$ cat config.mk
export PLATFORM = sky130hd
export DESIGN_NAME = vram_port_scheduler
export DESIGN_NICKNAME = d
export VERILOG_FILES = /design/src/rtl/vram_port_scheduler_pkg.sv /design/src/rtl/vram_wr_fifo.sv /design/src/rtl/vram_port_scheduler.sv
export SDC_FILE = /design/constraint.sdc
export NUM_CORES = 1
export LEC_CHECK = 0
export CORE_MARGIN = 4
export CORE_UTILIZATION = 50
export CTS_CLUSTER_SIZE = 8
export DETAILED_ROUTE_END_ITERATION = 16
export DONT_BUFFER_PORTS = 1
export SYNTH_ARGS = -nofsm -noshare
export SYNTH_HDL_FRONTEND = slang
export SYNTH_SLANG_ARGS = --single-unit
$ cat constraint.sdc
create_clock -name I_clk -period 2.9 [get_ports I_clk]
set_input_delay 0.58 -clock I_clk [delete_from_list [all_inputs] [get_ports I_clk]]
set_output_delay 0.58 -clock I_clk [all_outputs]
set_load 0.01 [all_outputs]
$ cat src/rtl/vram_port_scheduler_pkg.sv
// Shared types for the VRAM port scheduler: FSM state encoding.
package vram_port_scheduler_pkg;

  // Bit 1 is the RAM output enable and bit 0 the write strobe, so the port
  // control pins come straight off the state register.
  typedef enum logic [1:0] {
    ST_BLANK_IDLE  = 2'b00,
    ST_BLANK_WRITE = 2'b01,
    ST_ACTIVE      = 2'b10
  } sched_state_t;

endpackage

$ cat src/rtl/vram_wr_fifo.sv
// Synchronous write-request FIFO with wrap-bit pointers, full/empty and level.
module vram_wr_fifo #(
  parameter int ADDR_W = 4,
  parameter int DATA_W = 8,
  parameter int DEPTH  = 4,
  localparam int IDX_W = $clog2(DEPTH),
  localparam int PTR_W = IDX_W + 1
) (
  input  logic              clk,
  input  logic              rst,
  input  logic              push,
  input  logic [ADDR_W-1:0] push_addr,
  input  logic [DATA_W-1:0] push_data,
  input  logic              pop,
  output logic [ADDR_W-1:0] head_addr,
  output logic [DATA_W-1:0] head_data,
  output logic              full,
  output logic              empty,
  output logic [PTR_W-1:0]  level
);

  logic [ADDR_W+DATA_W-1:0] mem [DEPTH];
  logic [PTR_W-1:0]         wptr;
  logic [PTR_W-1:0]         rptr;
  logic                     do_push;
  logic                     do_pop;

  assign full    = (wptr[IDX_W] != rptr[IDX_W]) &&
                   (wptr[IDX_W-1:0] == rptr[IDX_W-1:0]);
  assign empty   = (wptr == rptr);
  assign level   = wptr - rptr;
  assign do_push = push && !full;
  assign do_pop  = pop && !empty;

  assign {head_addr, head_data} = mem[rptr[IDX_W-1:0]];

  // Storage carries no reset; only the pointers define what is valid.
  always_ff @(posedge clk) begin
    if (do_push) mem[wptr[IDX_W-1:0]] <= {push_addr, push_data};
  end

  always_ff @(posedge clk or posedge rst) begin
    if (rst) begin
      wptr <= '0;
      rptr <= '0;
    end else begin
      if (do_push) wptr <= wptr + 1'b1;
      if (do_pop)  rptr <= rptr + 1'b1;
    end
  end

endmodule

$ cat src/rtl/vram_port_scheduler.sv
// Single-port line-RAM scheduler: video reads while active, queued control
// writes drained during blanking, with an optional per-interval write quota.
module vram_port_scheduler
  import vram_port_scheduler_pkg::*;
#(
  parameter int ADDR_W           = 4,
  parameter int DATA_W           = 8,
  parameter int FIFO_DEPTH       = 4,
  parameter int MAX_WR_PER_BLANK = 0,
  localparam int LVL_W           = $clog2(FIFO_DEPTH) + 1
) (
  input  logic              I_clk,
  input  logic              I_rst,
  input  logic              I_wr_valid,
  input  logic [ADDR_W-1:0] I_wr_addr,
  input  logic [DATA_W-1:0] I_wr_data,
  output logic              O_wr_ready,
  input  logic              I_blanking,
  input  logic [ADDR_W-1:0] I_rd_addr,
  output logic              O_ram_oe,
  output logic              O_ram_wr,
  output logic [ADDR_W-1:0] O_ram_addr,
  output logic [DATA_W-1:0] O_ram_din,
  output logic [LVL_W-1:0]  O_level,
  output logic              O_busy
);

  localparam int CNT_W = (MAX_WR_PER_BLANK == 0) ? 1 : $clog2(MAX_WR_PER_BLANK + 1);
  localparam logic [CNT_W-1:0] MAX_C = CNT_W'(MAX_WR_PER_BLANK);

  sched_state_t      state_p1;
  logic              blank_p1;
  logic [CNT_W-1:0]  wr_cnt_p1;
  logic [ADDR_W-1:0] ram_addr_p1;
  logic [DATA_W-1:0] ram_din_p1;

  logic              full;
  logic              empty;
  logic              push;
  logic              blank_rise;
  logic [CNT_W-1:0]  cnt_eff;
  logic              do_write;
  logic [ADDR_W-1:0] head_addr;
  logic [DATA_W-1:0] head_data;

  function automatic logic quota_open(input logic [CNT_W-1:0] cnt);
    return (MAX_WR_PER_BLANK == 0) || (cnt < MAX_C);
  endfunction

  function automatic logic [CNT_W-1:0] sat_inc(input logic [CNT_W-1:0] cnt);
    return (cnt == '1) ? cnt : cnt + 1'b1;
  endfunction

  assign push       = I_wr_valid && !full;
  assign O_wr_ready = !full;
  assign O_busy     = !empty;

  // A new blanking interval sees a cleared count in the same cycle it starts.
  assign blank_rise = I_blanking && !blank_p1;
  assign cnt_eff    = blank_rise ? '0 : wr_cnt_p1;
  assign do_write   = I_blanking && !empty && quota_open(cnt_eff);

  vram_wr_fifo #(
    .ADDR_W (ADDR_W),
    .DATA_W (DATA_W),
    .DEPTH  (FIFO_DEPTH)
  ) u_fifo (
    .clk       (I_clk),
    .rst       (I_rst),
    .push      (push),
    .push_addr (I_wr_addr),
    .push_data (I_wr_data),
    .pop       (do_write),
    .head_addr (head_addr),
    .head_data (head_data),
    .full      (full),
    .empty     (empty),
    .level     (O_level)
  );

  // Stage p1: registered RAM port, one cycle behind I_blanking
  always_ff @(posedge I_clk or posedge I_rst) begin
    if (I_rst) begin
      state_p1    <= ST_BLANK_IDLE;
      blank_p1    <= 1'b0;
      wr_cnt_p1   <= '0;
      ram_addr_p1 <= '0;
      ram_din_p1  <= '0;
    end else begin
      blank_p1  <= I_blanking;
      wr_cnt_p1 <= do_write ? sat_inc(cnt_eff) : cnt_eff;
      if (!I_blanking) begin
        state_p1    <= ST_ACTIVE;
        ram_addr_p1 <= I_rd_addr;
      end else if (do_write) begin
        state_p1    <= ST_BLANK_WRITE;
        ram_addr_p1 <= head_addr;
        ram_din_p1  <= head_data;
      end else begin
        state_p1    <= ST_BLANK_IDLE;
      end
    end
  end

  assign O_ram_oe   = state_p1[1];
  assign O_ram_wr   = state_p1[0];
  assign O_ram_addr = ram_addr_p1;
  assign O_ram_din  = ram_din_p1;

endmodule

== Word-level counts from Yosys, hierarchy flattened ==
Memory sizes are Yosys's and may differ from the RTL's.
Index checks and enable logic that the tools add are counted.
Word-level totals
  flip-flop bits (word level): 20
  memory bits (read-only): 0
  input port bits: 20
  output and inout bits: 19
  memories kept: 1
  latch bits: 0
  logic and storage cells: 27
  bits in writable memories: 48
Cells by class
  magnitude comparators: 0
  eq/ne operators: 4
  div/mod/pow operators: 0
  $add $sub $neg: 3
  shift-type cells: 0
  multiplexer cells: 6
  reductions and logical operators: 8
  bitwise logic cells: 0
  multipliers: 0
Memory list
  u_fifo.mem: depth 4, width 12, rd ports 1, clocked after memory_dff 0, wr ports 1, RTL line vram_wr_fifo.sv:22  | logic [ADDR_W+DATA_W-1:0] mem [DEPTH];
Operators with widths (number)
  two-way mux 4 bit: 2
  adder 3 x 1 -> 3 bit (second input constant): 2
  logical AND 1 bit: 5
  == test 3 bit: 1
  two-way mux 1 bit: 3
  subtractor 3 bit: 1
  == test 2 bit: 1
  zero test 1 bit: 2
  two-way mux 2 bit: 1
  != test 2 x 1 -> 1 bit (second input constant): 1
  AND reduction 2 bit: 1
  != test 1 bit: 1

== Depth between registers and ports, before layout ==
Gate-level depths: netlist of the first run.
  word-level depth: 7
  mapped depth: 8
  mapped depth without buffers: 5

== Modules after synthesis ==
Synthesis of the first run repeated with hierarchy kept, for this count alone.
Second synthesis, totals
  cell total of the unflattened synthesis: 151
  area, all modules: 2811.4 um^2
By module, submodules not included
  vram_wr_fifo: cells each 108, sequential area each 1591.5 um^2, instances 1, area each 2188.3 um^2
  vram_port_scheduler: cells each 43, sequential area each 350.3 um^2, instances 1, area each 623.1 um^2

== Worst setup path after synthesis of the first run ==
No wires, ideal clock.
  kind: register to register
  start: register u_fifo.rptr[1]
  end: memory u_fifo.mem[3][0] in the netlist's numbering (enable)
  data arrival time: 2141 ps
  setup time: 388 ps
  path buffers: 2
  clock period less this slack: 2529 ps
  setup slack: 371 ps
  data required time: 2512 ps
  stages on the path, launching flop included: 7
  cells stage by stage: dfrtp_1 clkbuf_1 inv_1 ha_1 and2_0 clkbuf_1 a21oi_1
On the way
  longest elaborated chain between the ends: 7
RTL lines
  start, declared: RTL line vram_wr_fifo.sv:24  | logic [PTR_W-1:0] rptr;
  start signal, assigned: RTL line vram_wr_fifo.sv:48  | if (do_pop) rptr <= rptr + 1'b1;
  == test 2 bit (*): RTL line vram_wr_fifo.sv:29  | (wptr[IDX_W-1:0] == rptr[IDX_W-1:0]);
  logical AND 1 bit (*): RTL line vram_wr_fifo.sv:28  | assign full = (wptr[IDX_W] != rptr[IDX_W]) &&
  zero test 1 bit (*): RTL line vram_wr_fifo.sv:32, vram_port_scheduler.sv:54
  logical AND 1 bit: RTL line vram_port_scheduler.sv:54  | assign push = I_wr_valid && !full;
  logical AND 1 bit (*): RTL line vram_wr_fifo.sv:32  | assign do_push = push && !full;
  two-way mux 1 bit (*): RTL line vram_wr_fifo.sv:39  | if (do_push) mem[wptr[IDX_W-1:0]] <= {push_addr, push_data};
  two-way mux 1 bit (not written as such) (*): RTL line vram_wr_fifo.sv:39
  end, declared: RTL line vram_wr_fifo.sv:22
Every way passes the cells marked *; elsewhere a longest branch is shown, timed or not.

== Worst setup path after layout of the first run ==
  start: register u_fifo.wptr[0]
  end: memory u_fifo.mem[2][9] in the netlist's numbering (enable)
On the way
  longest elaborated chain between the ends: 7
RTL lines
  start, declared: RTL line vram_wr_fifo.sv:23  | logic [PTR_W-1:0] wptr;
  start signal, assigned: RTL line vram_wr_fifo.sv:47  | if (do_push) wptr <= wptr + 1'b1;
  == test 2 bit: RTL line vram_wr_fifo.sv:29
  logical AND 1 bit: RTL line vram_wr_fifo.sv:28
  zero test 1 bit: RTL line vram_wr_fifo.sv:32, vram_port_scheduler.sv:54
  logical AND 1 bit: RTL line vram_port_scheduler.sv:54
  logical AND 1 bit: RTL line vram_wr_fifo.sv:32
  two-way mux 1 bit: RTL line vram_wr_fifo.sv:39
  two-way mux 1 bit (not written as such): RTL line vram_wr_fifo.sv:39
Parallel ways exist; a longest one is shown, timed or not.

==> flow_metrics.py, run 1 <==
metrics = {
    "timing": {
        "finalSetupTns_ps": 0,
        "fin_crit_sh_pct": 85.7,
        "fin_worst_skew_ps": 5.15,
        "tightest_slew_ps": 818,
        "maxSlewHeadroom_pct": 45.4,
        "max_freq_ghz": 0.402,
        "drv_slew": 0,
        "rsz0062_at_grt": "no",
        "finalSetupViolations": 0,
        "hold_viol_final": 0,
        "setup_slack_ps": 413,
        "fin_crit_ps": 2490,
    },
    "routing": {
        "drt_iter0_drc": 77,
        "vias_per_cell": 5.44,
        "drc": 0,
        "avgRoutedWirePerCell_um": 20.0,
        "dr_total_vias": 1213,
        "drtAntennaViolNets": 0,
        "drtPass1Iterations": 4,
        "wl_mm": 4.47,
    },
    "synthesis": {
        "synth.area.top_cells": "edfxtp_1 53%, dfrtp_1 18%, mux4_1 11%",
        "async_flop_share_pct": 29.4,
        "synth_cell_types": 22,
        "ys_top_cells_by_count": "48 x edfxtp_1, 20 x dfrtp_1, 11 x mux4_1",
        "synth_edf_count": 48,
        "yosysTopAreaCell": "edfxtp_1",
        "synth_top_area_share_pct": 52.5,
        "synthFlopType": "edfxtp_1",
        "synth_warnings": 0,
        "syn-num-nets": 165,
        "yosysMostFrequentCell": "edfxtp_1",
        "syn_area_um2": 2740,
        "synth.avg_cell_area_um2": 20.0,
        "syn-instance-count": 137,
        "yosys_register_bits": 68,
        "yosysSeqAreaShare_pct": 70.8,
    },
    "cts": {
        "htree_levels": 3,
        "cts_buffer_depth": 2,
        "clk_pin_slew_ps": 70,
        "clkSinkCount": 68,
        "numCtsBuffers": 9,
        "clockRootBuffer": "clkbuf_8",
        "cts_tree": "yes",
        "cts_repair_resize_count": 0,
        "cts_setup_buffers": 0,
        "hold_buffers": 0,
        "clk_latency_ps": 320,
    },
    "grt": {
        "gr-total-overflow": 0,
        "first_global_vias": 1298,
        "use_met1_pct": 16.7,
        "top_usage_layer": "met2",
        "track_usage_pct": 14.8,
        "grt_max_degree": 21,
        "antenna_found_initial": 0,
        "met2_usage_pct": 25.4,
        "use_met3_pct": 4.61,
        "grt_pass1_wl_mm": 6.84,
    },
    "hold_path": {
        "hp-class": "primary input to async pin",
    },
    "cells_and_area": {
        "area_growth_pct": 9.85,
        "diodes": 0,
        "final_nets": 176,
        "seqCellArea_um2": 1940,
        "layout.cells.non_filler": 223,
        "fillers": 404,
        "multi_input_area_um2": 746,
        "drive_gt1_share_pct": 20.9,
    },
    "critical_path": {
        "cp-start-kind": "register",
        "worstPathMaxFanout": 12,
        "critPathRequiredTime_ps": 2850,
        "critPathKind": "register to register",
        "cp.arrival_ps": 2440,
        "cp-end-kind": "register",
    },
    "power": {
        "p_per_area_nw_per_um2": 1080,
        "p_leak_nw": 1.14,
        "finalPower_mw": 3.25,
        "peakVddDrop_mv": 0.464,
    },
    "placement": {
        "gp_congestion": 0.769,
        "dpl_worst_slack_ps": 406,
        "placedCellCount": 207,
        "port_buffers": 0,
        "dp.final_hpwl_mm": 2.98,
    },
    "die": {
        "rows": 26,
        "initial_core_util_pct": 52.7,
        "io_pins": 39,
        "die_w_um": 82.1,
        "core_area_um2": 5200,
        "dieHeight_um": 82.1,
        "dieArea_um2": 6740,
    },
    "outcome": {
        "outcome": "complete, no violations",
    },
    "flow_run": {
        "drv_cap": 0,
    },
}
state kept, by name (all words and copies together) (netlist names):
signal / cells
O_ram_addr: 4
state_p1: 2
u_fifo.wptr: 3
u_fifo.mem: 48
u_fifo.rptr: 3
O_ram_din: 8
cell type report:
| cell class | instances | area share, % |
|---|---|---|
| tap | 70 | 2.91 |
| clock buffer | 10 | 4.23 |
| timing repair buffer | 4 | 0.996 |
| clock inverter | 6 | 1.83 |
| sequential | 68 | 64.4 |
| multi-input combinational | 58 | 24.7 |
| inverter | 7 | 0.872 |
kinds of logic (layout without fill, tap and decap cells):
family | Yosys count | after routing | synth area share (%)
DFF | 68 | 68 | 70.8
muxes | 22 | 22 | 15.5
and+or+nand+nor | 13 | 13 | 2.60
buffers and inverters | 11 | 27 | 2.05
adders and majority gates | 8 | 8 | 3.92
AOI/OAI and AO/OA | 8 | 8 | 2.69
xor gates and xnor gates | 7 | 7 | 2.51
layer usage:
layer | up-vias | routed length (um)
li1 | 556 | -
met1 | 630 | 1780
met2 | 21 | 2460
met3 | 6 | 175
met4 | 0 | 44
met5 | - | 0
critical path: stages, from the launching register on:
cell and delay, ps:
dfrtp_1 400, inv_1 140, ha_1 270, and2_0 300, a21boi_1 400, and2_1 610
worst paths after layout:
kind	from	end	slack, ps	cells after the start
hold reg to reg	u_fifo.rptr[2]	u_fifo.rptr[2]	560	1
min in group I_clk	I_wr_data[3]	u_fifo.mem[0][3]	350	0
max in group asynchronous	I_rst	O_ram_addr[3]	2090	1
hold / removal	I_rst	O_ram_din[0]	300	1
setup / recovery	u_fifo.wptr[0]	u_fifo.mem[2][9]	410	5
setup reg to reg	u_fifo.wptr[0]	u_fifo.mem[2][9]	410	5
stage by stage:
step,util [%],cell area [um2],hold WS (ps)
floorplan,-,2740,526
global placement,54.4,2830,546
detailed placement,54.4,2830,555
CTS,57.9,3010,323
global route,57.9,3010,323
finish,57.9,3010,302
layout by cell type (no fill, tap or decap), types with 3 or more instances in the layout:
master    Yosys  routed
buf_4         0       4
ha_1          7       7
xor2_1        4       4
inv_1         7       7
dfrtp_1      20      20
a221o_1       4       4
and2_1        3       3
mux4_1       11      11
nand2_1       4       4
nor2b_1       4       4
clkbuf_8      0       9
clkinv_2      0       5
edfxtp_1     48      48
mux2_2       10      10
where the power goes:
part	switching, mW	leakage, nW	internal [mW]	total (mW)
Combinational	0.552	0.365	0.457	1.01
Clock	0.320	0.0996	0.390	0.710
Sequential	0.176	0.675	1.36	1.53
(Power assumes the default switching activity.)
==> run 2, diff against run 1 <==
SKIP_LAST_GASP = 1   (was not set)
==> results of run 2 <==
Same layout as run 1: the final DEF is identical, and so are final timing and power.
==> run 3, diff against run 2 <==
ABC_CLOCK_PERIOD_IN_PS = 2900   (was not set)
==> results of run 3 <==
Same layout as run 1: the final DEF is identical, and so are final timing and power.
